File: src/rtl/gpu_pkg.sv
// gpu_pkg
//   Shared definitions for the vertex fetch path: vertex width and
//   per-frame triangle limit defaults, the fetch FSM state encoding and a
//   saturating counter helper.
package gpu_pkg;

  localparam int unsigned VW_DEF     = 48;
  localparam logic [7:0]  MAXTRI_DEF = 8'd36;

  typedef enum logic [2:0] {
    IDLE    = 3'd0,
    CHECK   = 3'd1,
    POP     = 3'd2,
    CAPTURE = 3'd3,
    PUSH    = 3'd4,
    DONE    = 3'd5
  } vfState_t;

  // Increment that sticks at the limit instead of wrapping.
  function automatic logic [7:0] satInc8(input logic [7:0] value, input logic [7:0] limit);
    logic [7:0] result;
    if (value >= limit) begin
      result = value;
    end else begin
      result = value + 8'd1;
    end
    return result;
  endfunction

endpackage

File: src/rtl/vertex_fetch_ctrl_if.sv
// vertex_fetch_ctrl_if
//   Groups the frame control, vertex source and triangle FIFO signals of
//   the vertex fetch controller.
//   master : the fetch controller (drives pop, WriteData, push, status)
//   slave  : the surrounding pipeline (drives nextFrame, empty, data, wait)
interface vertex_fetch_ctrl_if
  import gpu_pkg::*;
#(
  parameter int unsigned VW = VW_DEF
);

  logic              nextFrame;
  logic              VertexBuffer_PreCalc_pop;
  logic              VertexBuffer_PreCalc_empty;
  logic [VW-1:0]     VertexBuffer_PreCalc_data;
  logic [3*VW-1:0]   PreCalc_TriangleFIFO_WriteData;
  logic              PreCalc_TriangleFIFO_push;
  logic              PreCalc_TriangleFIFO_wait;
  logic              frameDone;
  logic              partialDrop;
  logic [7:0]        triCount;

  modport master (
    input  nextFrame,
    output VertexBuffer_PreCalc_pop,
    input  VertexBuffer_PreCalc_empty,
    input  VertexBuffer_PreCalc_data,
    output PreCalc_TriangleFIFO_WriteData,
    output PreCalc_TriangleFIFO_push,
    input  PreCalc_TriangleFIFO_wait,
    output frameDone,
    output partialDrop,
    output triCount
  );

  modport slave (
    output nextFrame,
    input  VertexBuffer_PreCalc_pop,
    output VertexBuffer_PreCalc_empty,
    output VertexBuffer_PreCalc_data,
    input  PreCalc_TriangleFIFO_WriteData,
    input  PreCalc_TriangleFIFO_push,
    output PreCalc_TriangleFIFO_wait,
    input  frameDone,
    input  partialDrop,
    input  triCount
  );

endinterface

File: src/rtl/vf_reset_sync.sv
// vf_reset_sync
//   Two-flop reset synchronizer: assertion is asynchronous, release is
//   aligned to clk100 two rising edges after nReset goes high.
//   clk100   : clock
//   nReset   : raw asynchronous active-low reset
//   rstSyncN : synchronized active-low reset
module vf_reset_sync (
  input  logic clk100,
  input  logic nReset,
  output logic rstSyncN
);

  logic stage1_r;
  logic stage2_r;

  // Shift a one through two flops after reset release.
  always_ff @(posedge clk100 or negedge nReset) begin
    if (!nReset) begin
      stage1_r <= 1'b0;
      stage2_r <= 1'b0;
    end else begin
      stage1_r <= 1'b1;
      stage2_r <= stage1_r;
    end
  end

  assign rstSyncN = stage2_r;

endmodule

File: src/rtl/vertex_fetch_ctrl.sv
// vertex_fetch_ctrl
//   Pops vertices one at a time from the vertex buffer, assembles groups of
//   three into a triangle {v2,v1,v0} and pushes it into the triangle FIFO,
//   up to MAXTRI triangles per frame. A nextFrame pulse restarts the frame
//   from any state.
//   clk100 : clock, rising edge
//   nReset : asynchronous active-low reset
//   bus    : frame control, vertex source and triangle FIFO signals
module vertex_fetch_ctrl
  import gpu_pkg::*;
#(
  parameter int unsigned VW     = VW_DEF,
  parameter logic [7:0]  MAXTRI = MAXTRI_DEF
) (
  input logic                 clk100,
  input logic                 nReset,
  vertex_fetch_ctrl_if.master bus
);

  logic          rstSyncN_s;

  vfState_t      state_r,       stateNext_s;
  logic [1:0]    slot_r,        slotNext_s;
  logic [7:0]    triCount_r,    triCountNext_s;
  logic          partialDrop_r, partialDropNext_s;
  logic [VW-1:0] v0_r,          v0Next_s;
  logic [VW-1:0] v1_r,          v1Next_s;
  logic [VW-1:0] v2_r,          v2Next_s;

  vf_reset_sync uResetSync (
    .clk100   (clk100),
    .nReset   (nReset),
    .rstSyncN (rstSyncN_s)
  );

  // State and datapath registers.
  always_ff @(posedge clk100 or negedge rstSyncN_s) begin
    if (!rstSyncN_s) begin
      state_r       <= IDLE;
      slot_r        <= 2'd0;
      triCount_r    <= 8'd0;
      partialDrop_r <= 1'b0;
      v0_r          <= {VW{1'b0}};
      v1_r          <= {VW{1'b0}};
      v2_r          <= {VW{1'b0}};
    end else begin
      state_r       <= stateNext_s;
      slot_r        <= slotNext_s;
      triCount_r    <= triCountNext_s;
      partialDrop_r <= partialDropNext_s;
      v0_r          <= v0Next_s;
      v1_r          <= v1Next_s;
      v2_r          <= v2Next_s;
    end
  end

  // Next-state and datapath update logic.
  always_comb begin
    stateNext_s       = state_r;
    slotNext_s        = slot_r;
    triCountNext_s    = triCount_r;
    partialDropNext_s = partialDrop_r;
    v0Next_s          = v0_r;
    v1Next_s          = v1_r;
    v2Next_s          = v2_r;

    if (bus.nextFrame) begin
      // A new frame wins over everything, including a pending capture.
      stateNext_s       = CHECK;
      slotNext_s        = 2'd0;
      triCountNext_s    = 8'd0;
      partialDropNext_s = 1'b0;
      v0Next_s          = {VW{1'b0}};
      v1Next_s          = {VW{1'b0}};
      v2Next_s          = {VW{1'b0}};
    end else begin
      case (state_r)
        IDLE: begin
          stateNext_s = IDLE;
        end
        CHECK: begin
          if (bus.VertexBuffer_PreCalc_empty || (triCount_r == MAXTRI)) begin
            stateNext_s = DONE;
            if (slot_r != 2'd0) begin
              // Frame ended mid-triangle: flag it and drop the leftovers.
              partialDropNext_s = 1'b1;
              slotNext_s        = 2'd0;
              v0Next_s          = {VW{1'b0}};
              v1Next_s          = {VW{1'b0}};
              v2Next_s          = {VW{1'b0}};
            end else begin
              partialDropNext_s = partialDrop_r;
            end
          end else begin
            stateNext_s = POP;
          end
        end
        POP: begin
          stateNext_s = CAPTURE;
        end
        CAPTURE: begin
          case (slot_r)
            2'd0:    v0Next_s = bus.VertexBuffer_PreCalc_data;
            2'd1:    v1Next_s = bus.VertexBuffer_PreCalc_data;
            2'd2:    v2Next_s = bus.VertexBuffer_PreCalc_data;
            default: v0Next_s = v0_r;
          endcase
          if (slot_r == 2'd2) begin
            stateNext_s = PUSH;
            slotNext_s  = 2'd0;
          end else begin
            stateNext_s = CHECK;
            slotNext_s  = slot_r + 2'd1;
          end
        end
        PUSH: begin
          if (!bus.PreCalc_TriangleFIFO_wait) begin
            stateNext_s    = CHECK;
            triCountNext_s = satInc8(triCount_r, MAXTRI);
          end else begin
            stateNext_s = PUSH;
          end
        end
        DONE: begin
          stateNext_s = DONE;
        end
        default: begin
          stateNext_s = IDLE;
        end
      endcase
    end
  end

  // Push follows wait combinationally so a released FIFO is written at once.
  assign bus.VertexBuffer_PreCalc_pop       = (state_r == POP);
  assign bus.PreCalc_TriangleFIFO_push      = (state_r == PUSH) && !bus.PreCalc_TriangleFIFO_wait
                                              && !bus.nextFrame;
  assign bus.PreCalc_TriangleFIFO_WriteData = (state_r == PUSH) ? {v2_r, v1_r, v0_r}
                                                                : {(3*VW){1'b0}};
  assign bus.frameDone                      = (state_r == DONE);
  assign bus.partialDrop                    = partialDrop_r;
  assign bus.triCount                       = triCount_r;

endmodule

File: src/flat_wrapper.sv
// flat-port wrapper written by rule: the top's interface ports become plain ports
module vertex_fetch_ctrl_flat import gpu_pkg::*;
#(
  parameter int unsigned VW     = VW_DEF,
  parameter logic [7:0]  MAXTRI = MAXTRI_DEF
)
  (clk100, nReset, bus_nextFrame, bus_VertexBuffer_PreCalc_pop, bus_VertexBuffer_PreCalc_empty, bus_VertexBuffer_PreCalc_data, bus_PreCalc_TriangleFIFO_WriteData, bus_PreCalc_TriangleFIFO_push, bus_PreCalc_TriangleFIFO_wait, bus_frameDone, bus_partialDrop, bus_triCount);
  vertex_fetch_ctrl_if #(.VW(VW)) bus_i ();
  input logic clk100;
  input logic nReset;
  input wire logic [$bits(bus_i.nextFrame)-1:0] bus_nextFrame;
  output wire logic [$bits(bus_i.VertexBuffer_PreCalc_pop)-1:0] bus_VertexBuffer_PreCalc_pop;
  input wire logic [$bits(bus_i.VertexBuffer_PreCalc_empty)-1:0] bus_VertexBuffer_PreCalc_empty;
  input wire logic [$bits(bus_i.VertexBuffer_PreCalc_data)-1:0] bus_VertexBuffer_PreCalc_data;
  output wire logic [$bits(bus_i.PreCalc_TriangleFIFO_WriteData)-1:0] bus_PreCalc_TriangleFIFO_WriteData;
  output wire logic [$bits(bus_i.PreCalc_TriangleFIFO_push)-1:0] bus_PreCalc_TriangleFIFO_push;
  input wire logic [$bits(bus_i.PreCalc_TriangleFIFO_wait)-1:0] bus_PreCalc_TriangleFIFO_wait;
  output wire logic [$bits(bus_i.frameDone)-1:0] bus_frameDone;
  output wire logic [$bits(bus_i.partialDrop)-1:0] bus_partialDrop;
  output wire logic [$bits(bus_i.triCount)-1:0] bus_triCount;
  assign bus_i.nextFrame = bus_nextFrame;
  assign bus_VertexBuffer_PreCalc_pop = bus_i.VertexBuffer_PreCalc_pop;
  assign bus_i.VertexBuffer_PreCalc_empty = bus_VertexBuffer_PreCalc_empty;
  assign bus_i.VertexBuffer_PreCalc_data = bus_VertexBuffer_PreCalc_data;
  assign bus_PreCalc_TriangleFIFO_WriteData = bus_i.PreCalc_TriangleFIFO_WriteData;
  assign bus_PreCalc_TriangleFIFO_push = bus_i.PreCalc_TriangleFIFO_push;
  assign bus_i.PreCalc_TriangleFIFO_wait = bus_PreCalc_TriangleFIFO_wait;
  assign bus_frameDone = bus_i.frameDone;
  assign bus_partialDrop = bus_i.partialDrop;
  assign bus_triCount = bus_i.triCount;
  vertex_fetch_ctrl #(.VW(VW), .MAXTRI(MAXTRI)) u_core (.clk100(clk100), .nReset(nReset), .bus(bus_i));
endmodule
File: config.mk
export PLATFORM = sky130hd
export DESIGN_NAME = vertex_fetch_ctrl_flat
export DESIGN_NICKNAME = d
export VERILOG_FILES = /design/src/rtl/gpu_pkg.sv /design/src/rtl/vertex_fetch_ctrl_if.sv /design/src/rtl/vf_reset_sync.sv /design/src/rtl/vertex_fetch_ctrl.sv /design/src/flat_wrapper.sv
export SDC_FILE = /design/constraint.sdc
export NUM_CORES = 1
export LEC_CHECK = 0
export BUFFER_PORTS_ARGS = -buffer_cell sky130_fd_sc_hd__buf_2
export CAP_MARGIN = 15
export CORE_ASPECT_RATIO = 0.7
export CORE_MARGIN = 2
export CORE_UTILIZATION = 40
export DETAILED_ROUTE_END_ITERATION = 10
export PLACE_DENSITY = 0.67
export SLEW_MARGIN = 15
export SYNTH_ARGS = -nofsm -noshare
export SYNTH_HDL_FRONTEND = slang
export SYNTH_HIERARCHICAL = 1
export SYNTH_SLANG_ARGS = --single-unit
File: constraint.sdc
create_clock -name clk100 -period 4.7 [get_ports clk100]
set_input_delay 0.94 -clock clk100 [delete_from_list [all_inputs] [get_ports clk100]]
set_output_delay 0.94 -clock clk100 [all_outputs]
set_load 0.05 [all_outputs]
# == Yosys cells after proc, flatten, opt, wreduce, memory -nomap -nowiden ==
# Index checks and enable logic that the tools add are counted.
# word_totals
regBits,160
input_bits,53
output_inout_bits,156
elab_cells,75
# classes
n_eq_ne,15
n_mux,30
reduce_logical,18
magnitude_cmp,1
addsub,2
# ops
cell,n
48-bit two-way mux,8
48-bit case mux with 2 select lines,3
144-bit two-way mux,1
8-bit two-way mux,4
3-bit case mux with 5 select lines,1
3-bit two-way mux,4
4-bit AND reduction,3
2-bit nonzero test,5
"3-bit by 2-bit != test with 1-bit output, second input constant",3
3-bit AND reduction,3
"8-bit by 1-bit adder with 8-bit output, second input constant",1
"8-bit by 6-bit == test with 1-bit output, second input constant",1
"8-bit by 6-bit greater-or-equal comparator with 1-bit output, second input constant",1
2-bit two-way mux,4
"3-bit by 2-bit == test with 1-bit output, second input constant",2
"3-bit == test, second input constant",2
"3-bit != test, second input constant",2
1-bit two-way mux,4
"2-bit != test, second input constant",2
2-bit case mux with 2 select lines,1
"3-bit by 1-bit == test with 1-bit output, second input constant",1
3-bit nonzero test,1
"2-bit by 1-bit adder with 2-bit output, second input constant",1
"2-bit by 1-bit == test with 1-bit output, second input constant",1
other kinds (5),7

# == Longest topological paths before layout ==
# Gate-level depths: netlist of the first run.
# depth
ltp_word,5
mapped_depth,8
mapped_depth_nobuf,6

# == By module ==
# Netlist of the first run, hierarchy kept.
# modules_own_cells
mod,n_inst,seq_area_each_um2,area_per_inst_um2,cells_per_inst
vertex_fetch_ctrl,1,3953.8,6847.8,564
vf_reset_sync,1,50.0,53.8,3

# == Worst setup path after synthesis of the first run ==
# Ideal clock, no wire load.
# synth_path
path_kind,input -> output
from,in bus_nextFrame
to,out bus_PreCalc_TriangleFIFO_push
path_slack_ns,1.270
path_stages,3
arrival_ns,2.490
required_ns,3.760
n_path_buf,2
cell_sequence,buf_2 > clkbuf_1 > nor3b_1
# synth_via
elab_chain_cells,2
# synth_rtl
item,line,source
from (decl),flat_wrapper.sv:11,input wire logic [$bits(bus_i.nextFrame)-1:0] bus_nextFrame;
1-bit zero test,vertex_fetch_ctrl.sv:137,&& !bus.nextFrame;
1-bit logical AND,vertex_fetch_ctrl.sv:137,
to (decl),flat_wrapper.sv:16,output wire logic [$bits(bus_i.PreCalc_TriangleFIFO_push)-1:0] bus_PreCalc_TriangleFIFO_push;
# Every way passes these cells.

# == Worst setup path after layout of the first run ==
# layout_path
from,reg u_core.state_r[0]
to,out bus_PreCalc_TriangleFIFO_WriteData[19]
# layout_via
elab_chain_cells,2
# layout_rtl
item,line,source
from (decl),vertex_fetch_ctrl.sv:22,"vfState_t state_r, stateNext_s;"
from (signal assigned),vertex_fetch_ctrl.sv:47,state_r <= stateNext_s;
3-bit == test,vertex_fetch_ctrl.sv:138,"assign bus.PreCalc_TriangleFIFO_WriteData = (state_r == PUSH) ? {v2_r, v1_r, v0_r}"
144-bit two-way mux,vertex_fetch_ctrl.sv:138,
to (decl),flat_wrapper.sv:15,output wire logic [$bits(bus_i.PreCalc_TriangleFIFO_WriteData)-1:0] bus_PreCalc_TriangleFIFO_WriteData;
# Every way passes these cells.

==> results of run 1 <==
-- flip-flops by register name, summed over array words and instances (netlist names) --
register,count
u_core/v2_r,48
u_core/uResetSync/rstSyncN,1
u_core/uResetSync/stage1_r,1
u_core/bus.triCount,8
u_core/bus.partialDrop,1
u_core/v1_r,48
u_core/v0_r,48
u_core/state_r,3
u_core/slot_r,2
-- final timing paths --
kind / start / endpoint / slack, ns / depth (start not counted)
worst max register to register: u_core/bus.triCount[0] / u_core/v0_r[23] / 2.11 / 7
worst min-delay path: nReset / u_core/uResetSync/rstSyncN / 0.30 / 1
worst max-delay path: u_core/state_r[0] / bus_PreCalc_TriangleFIFO_WriteData[19] / 1.39 / 4
max in group asynchronous: u_core/uResetSync/rstSyncN / u_core/v2_r[2] / 3.24 / 1
min in group clk100: u_core/uResetSync/stage1_r / u_core/uResetSync/rstSyncN / 0.35 / 0
worst min register to register: u_core/uResetSync/stage1_r / u_core/uResetSync/rstSyncN / 0.35 / 0
-- metal layers --
metal	part of all wire (%)	vias up	global-route usage (%)	routed length (µm)
met1	46	2732	29.2	8600
li1	-	2401	-	-
met2	45	237	30.6	8310
met4	0.73	0	4.52	136
met3	8.3	13	6.18	1530
met5	0	-	0	0
-- metrics by stage --
stage	setup slack, ns	area [µm²]
after floorplan	1.27	6900
after global placement	1.73	8120
after detailed placement	1.61	8120
after CTS	1.37	8690
after global routing	1.20	8690
final	1.39	8690
-- cells in the mapped netlist --
library cell / instances / area share (%)
nor2_1: 6 / 0.33
or3_1: 2 / 0.18
o31ai_1: 1 / 0.11
o2bb2ai_1: 1 / 0.13
mux2i_1: 1 / 0.15
o221ai_2: 1 / 0.22
a31oi_1: 1 / 0.091
buf_2: 13 / 0.94
nor2b_1: 5 / 0.45
nor3_2: 1 / 0.15
nor3_1: 3 / 0.22
a21o_1: 3 / 0.33
nand3_1: 4 / 0.29
a41oi_2: 1 / 0.24
and2b_1: 1 / 0.11
buf_4: 5 / 0.54
or3b_4: 1 / 0.16
a221oi_1: 1 / 0.13
a21oi_1: 2 / 0.15
o211ai_4: 1 / 0.31
a32o_1: 1 / 0.15
xor2_1: 1 / 0.13
o211ai_2: 1 / 0.18
and4bb_2: 1 / 0.18
conb_1: 1 / 0.054
nand2b_1: 2 / 0.18
nand2_1: 4 / 0.22
o21ai_0: 6 / 0.44
nor3b_1: 2 / 0.22
nand4_1: 1 / 0.091
inv_1: 5 / 0.27
buf_6: 3 / 0.49
and2_1: 146 / 13
clkbuf_1: 28 / 1.5
nor3b_2: 1 / 0.18
dfrtp_1: 160 / 58
a22o_1: 144 / 18
xnor2_1: 1 / 0.13
mux2_2: 2 / 0.33
nand4bb_1: 1 / 0.16
ha_1: 2 / 0.36
-- where the power goes --
part	switching (µW)	internal [µW]	total, µW
sequential	45.1	1420	1460
combinational	207	86.5	294
clock	572	750	1320
total	825	2250	3080
-- layout by cell type (no fill, tap or decap), types with 2 or more instances in the layout --
cell type	instances
buf_2	208
dfrtp_1	159
and2_1	145
a22o_1	144
clkbuf_16	17
buf_4	7
o21ai_0	6
inv_1	5
nor2b_1	5
nor2_1	5
clkinvlp_4	4
nand3_1	4
nand2_1	4
inv_6	3
clkinv_2	3
nor3_1	3
a21o_1	3
clkinv_4	2
o211ai_4	2
mux2_2	2
a21oi_1	2
nand2b_1	2
nor3b_1	2
or3_1	2
ha_1	2
-- critical path: cells and delay by family (launching register included) --
family	cells	cell delay, ns
and+or+nand+nor	2	0.52
buffers and inverters	2	0.89
DFF	1	0.48
-- logic make-up after synthesis --
logic type      Yosys count  synth area share [%]
compound gates          164                  20.7
xor+xnor                  2                 0.254
fa+ha+maj                 2                 0.363
buf+inv                  54                  3.77
flops                   160                  58.0
mux                       3                 0.471
other cells               1                0.0543
simple gates            181                  16.4
-- area by class of cell --
class,instances,area (µm²)
fill,1553,8330
sequential,160,4010
multi-input combinational,353,2690
timing repair buffer,216,1110
clock buffer,18,439
tap,231,289
clock inverter,14,130
inverter,5,18.8
==> reports/results.ini, run 1 <==
[timing]
fmax_mhz=302
tightest_slew_ns=0.969
timing.hold.ws_ns=0.299
finalSetupViolations=0
grt_setup_unrepaired=false
fin_tns_setup_ns=0
fin_crit_ns=3.31
relSlewSlack_pct=35.4
post-route-period-util_pct=70.5
hold_violations=0
slew_viol_final=0
skew_ns=0.0115

[worst_setup_path]
start_kind=register
critPathCaptureType=output pin
cp_max_fo=97
critical_path.cell_chain=nor3b_4 > buf_4 > and2_1 > buf_2
criticalPathCategory=register to output pin
cp_slowest_cell=buf_4
cp_data_arrival_time_ns=2.37
crit_required_ns=3.76
cpPeakStageDelay_ns=0.61

[place]
portBuffers=208
place_hpwl_um=12500
place_inst=965
routabilityCongestion=0.795

[synthesis]
yosysSeqAreaShare_pct=58.0
ys_warn_count=6
netlist_area_um2=6900
synth_cells=567
synth_seq_cells=160
synth_cell_types=41
synthesis.nets=622
syn_area_per_cell_um2=12.2

[floorplan]
core_area_um2=17000
row_count=40
die_area_um2=18300
ioPinCount=209
chipHeight_um=114
start_util_pct=40.6
die_w_um=161

[clock_network]
h-tree-depth=4
cts_buffers=17
cts_setup_buffers=0
clkSlewWorstSetupHoldPaths_ns=0.06
cts_tree=done
clock-sinks=160
clk_latency_ns=0.42
ctsLongestPathBuffers=2
cts_root_buf=clkbuf_16
cts_hold_buf=0
cts-resized-gates=0

[flow_run]
drv_cap=0

[route]
drtPass1Iterations=5
wl_per_cell_um=18.6
vias_per_cell=5.40
wl_um=18600
ant_nets=0
drc=0
drtIter0Drc=385
num_vias=5383

[grt]
track_usage_pct=20.4
overflow=0
grt_pass1_vias=5323
antenna_found_initial=0
grt_pass1_wl_um=29500
grt_max_degree=98

[power_and_ir_drop]
p_leak_uw=0.00469
ir_drop_uv=207
total_power_uw=3080
powerDensity_nw_per_um2=354

[cells_and_area]
layout-drive-gt1-share_pct=34.1
final_cells=997
num_antenna_cells=0
fin_nets=808
utilization_pct=51.1
area_growth_pct=25.9

[status]
outcome=finished, final reports clean

[worst_hold_path]
min_path_type=input pin to async pin

No activity file was read; power rests on OpenSTA's default activity.
==> run 2: changes to the inputs <==
--- a/config.mk
+++ b/config.mk
@@ -11,7 +11,6 @@
 export CORE_MARGIN = 2
 export CORE_UTILIZATION = 40
 export DETAILED_ROUTE_END_ITERATION = 10
-export PLACE_DENSITY = 0.67
 export SLEW_MARGIN = 15
 export SYNTH_ARGS = -nofsm -noshare
 export SYNTH_HDL_FRONTEND = slang
==> constraint.sdc (replaced) <==
create_clock -name clk100 -period 3.2 [get_ports clk100]
set_input_delay 0.64 -clock clk100 [delete_from_list [all_inputs] [get_ports clk100]]
set_output_delay 0.64 -clock clk100 [all_outputs]
set_load 0.05 [all_outputs]
==> run 2 against run 1 <==
Net effect: final cell count increased by 0.60%; sequential share of layout area is 0.65 points lower; largest power group unchanged; clock power rose by 63%; clock skew fell by 0.0030 ns; die area did not move; non-clock buffer count rose by 5; via count is 0.78% lower; critical path depth stayed put; highest routed layer unchanged; count of clock-buffer cells in the layout up 1; largest cell class unchanged; first-iteration DRC count is 3.4% lower; sequential power is 47% higher.
==> reports/results.ini, run 2 (same netlist as run 1, synthesis figures left out) <==
[timing]
fin_crit_ns=2.85
fin_tns_setup_ns=0
skew_ns=0.00849
timing.hold.ws_ns=0.363
relSlewSlack_pct=37.8
post-route-period-util_pct=89.1
fmax_mhz=351
grt_setup_unrepaired=false
hold_violations=0
tightest_slew_ns=0.930
slew_viol_final=0
finalSetupViolations=0
post-route-worst-setup-slack_ns=0.349

[worst_setup_path]
cp_slowest_cell=dfrtp_1
crit_required_ns=2.56
critPathCaptureType=output pin
cp_data_arrival_time_ns=2.21
cp_max_fo=147
cpPeakStageDelay_ns=0.49
start_kind=register
criticalPathCategory=register to output pin
critical_path.cell_chain=nor3b_4 > buf_12 > and2_1 > buf_2

[clock_network]
clkSlewWorstSetupHoldPaths_ns=0.06
cts_root_buf=clkbuf_16
cts_setup_buffers=0
clk_latency_ns=0.42
cts_buffers=17
clock-sinks=160
h-tree-depth=4
ctsLongestPathBuffers=2
cts_tree=done

[grt]
track_usage_pct=21.0
grt_pass1_vias=5363
antenna_found_initial=1
grt_pass1_wl_um=30100
grt_max_degree=148
overflow=0

[cells_and_area]
final_area_um2=8810
layout-drive-gt1-share_pct=34.4
final_cell_mix=208 x buf_2, 159 x dfrtp_1, 145 x and2_1, 144 x a22o_1, 17 x clkbuf_16
largestRegisters=u_core/v0_r (48), u_core/v1_r (48), u_core/v2_r (48)
fin_nets=813
final_cells=1003
area_growth_pct=27.7
final_common_cell=buf_2

[place]
place_hpwl_um=12600
portBuffers=208
routabilityCongestion=0.808
place_ws_ns=0.576
place_inst=969
postPlaceCellArea_um2=8170

[floorplan]
start_util_pct=40.6
die_w_um=161
core_area_um2=17000
die_area_um2=18300
ioPinCount=209
chipHeight_um=114
row_count=40

[status]
outcome=finished, final reports clean

[route]
vias_per_cell=5.33
drc=0
num_vias=5341
wl_per_cell_um=19.0
wl_um=19100
ant_nets=0
drtPass1Iterations=5
drtIter0Drc=372

[power_and_ir_drop]
powerDensity_nw_per_um2=539
clock_power_share_pct=45.3
p_switching_uw=1240
p_leak_uw=0.00475
combPwrFrac_pct=9.5
sequentialPowerShare_pct=45.2
ir_drop_uv=302
internal_power_uw=3510
netSwitchingFraction_pct=26.1

[worst_hold_path]
min_path_type=register to register

[flow_run]
drv_cap=0

## run 2: cell types whose count changed in the layout (fill, tap and decap cells not counted)
cell           previous run  this run
clkinvlp_4                4         2
clkbuf_8                  1         2
dlygate4sd3_1             0         1
clkinv_4                  2         1
clkinv_2                  3         1
diode_2                   0         1
inv_6                     3         5
buf_4                     7         9
bufinv_16                 1         3
buf_12                    1         3
## run 2: area by class of cell
class	count	area [µm²]
Antenna cell	1	2.50
Tap cell	231	289
Clock buffer	19	453
Multi-Input combinational cell	353	2690
Inverter	5	18.8
Fill cell	1552	8200
Timing Repair Buffer	221	1180
Sequential cell	160	4010
Clock inverter	13	174
## run 2: per-layer routing
layer / global-route usage (%) / vias up / routed length [µm]
li1: - / 2411 / -
met1: 32.6 / 2704 / 9620
met2: 28.5 / 210 / 7790
met3: 6.47 / 16 / 1490
met4: 4.94 / 0 / 161
met5: 0 / - / 0
## run 2: critical path, delay by kind of cell, from the launching register on
kind	cells	cell delay, ns
simple gates	2	0.53
flops	1	0.49
buf+inv	2	0.63
## run 2: path summary, 6_finish.rpt
check	from	endpoint	slack [ns]	cells past startpoint
max in group asynchronous	u_core/uResetSync/rstSyncN	u_core/v0_r[2]	1.90	1
worst min-delay path	u_core/uResetSync/stage1_r	u_core/uResetSync/rstSyncN	0.36	0
worst min register to register	u_core/uResetSync/stage1_r	u_core/uResetSync/rstSyncN	0.36	0
worst max-delay path	u_core/state_r[0]	bus_PreCalc_TriangleFIFO_WriteData[99]	0.35	4
worst max register to register	u_core/bus.triCount[0]	u_core/v0_r[19]	0.56	7
min in group asynchronous	u_core/uResetSync/rstSyncN	u_core/v2_r[2]	0.38	0
## run 2: timing repair
action / in CTS / in global routing
endpoints found under the hold margin: 2 / 0
hold buffers: 1 / 0
resized for setup: 0 / 0
## run 2: power groups by stage
stage               combinational [µW]  clock, µW  sequential [µW]
detailed placement                 454          0             2180
finish                             451       2150             2150
global route                       494       2280             2160
CTS                                455       2190             2150
global placement                   441          0             2180
floorplan                          282          0             2180
## run 2: per-stage QoR
step / total power [µW] / utilization, %
2_1_floorplan: 2460 / -
3_3_place_gp: 2620 / 48.0
3_5_place_dp: 2640 / 48.0
4_1_cts: 4790 / 51.8
5_1_grt: 4930 / 51.8
6_report: 4750 / 51.8
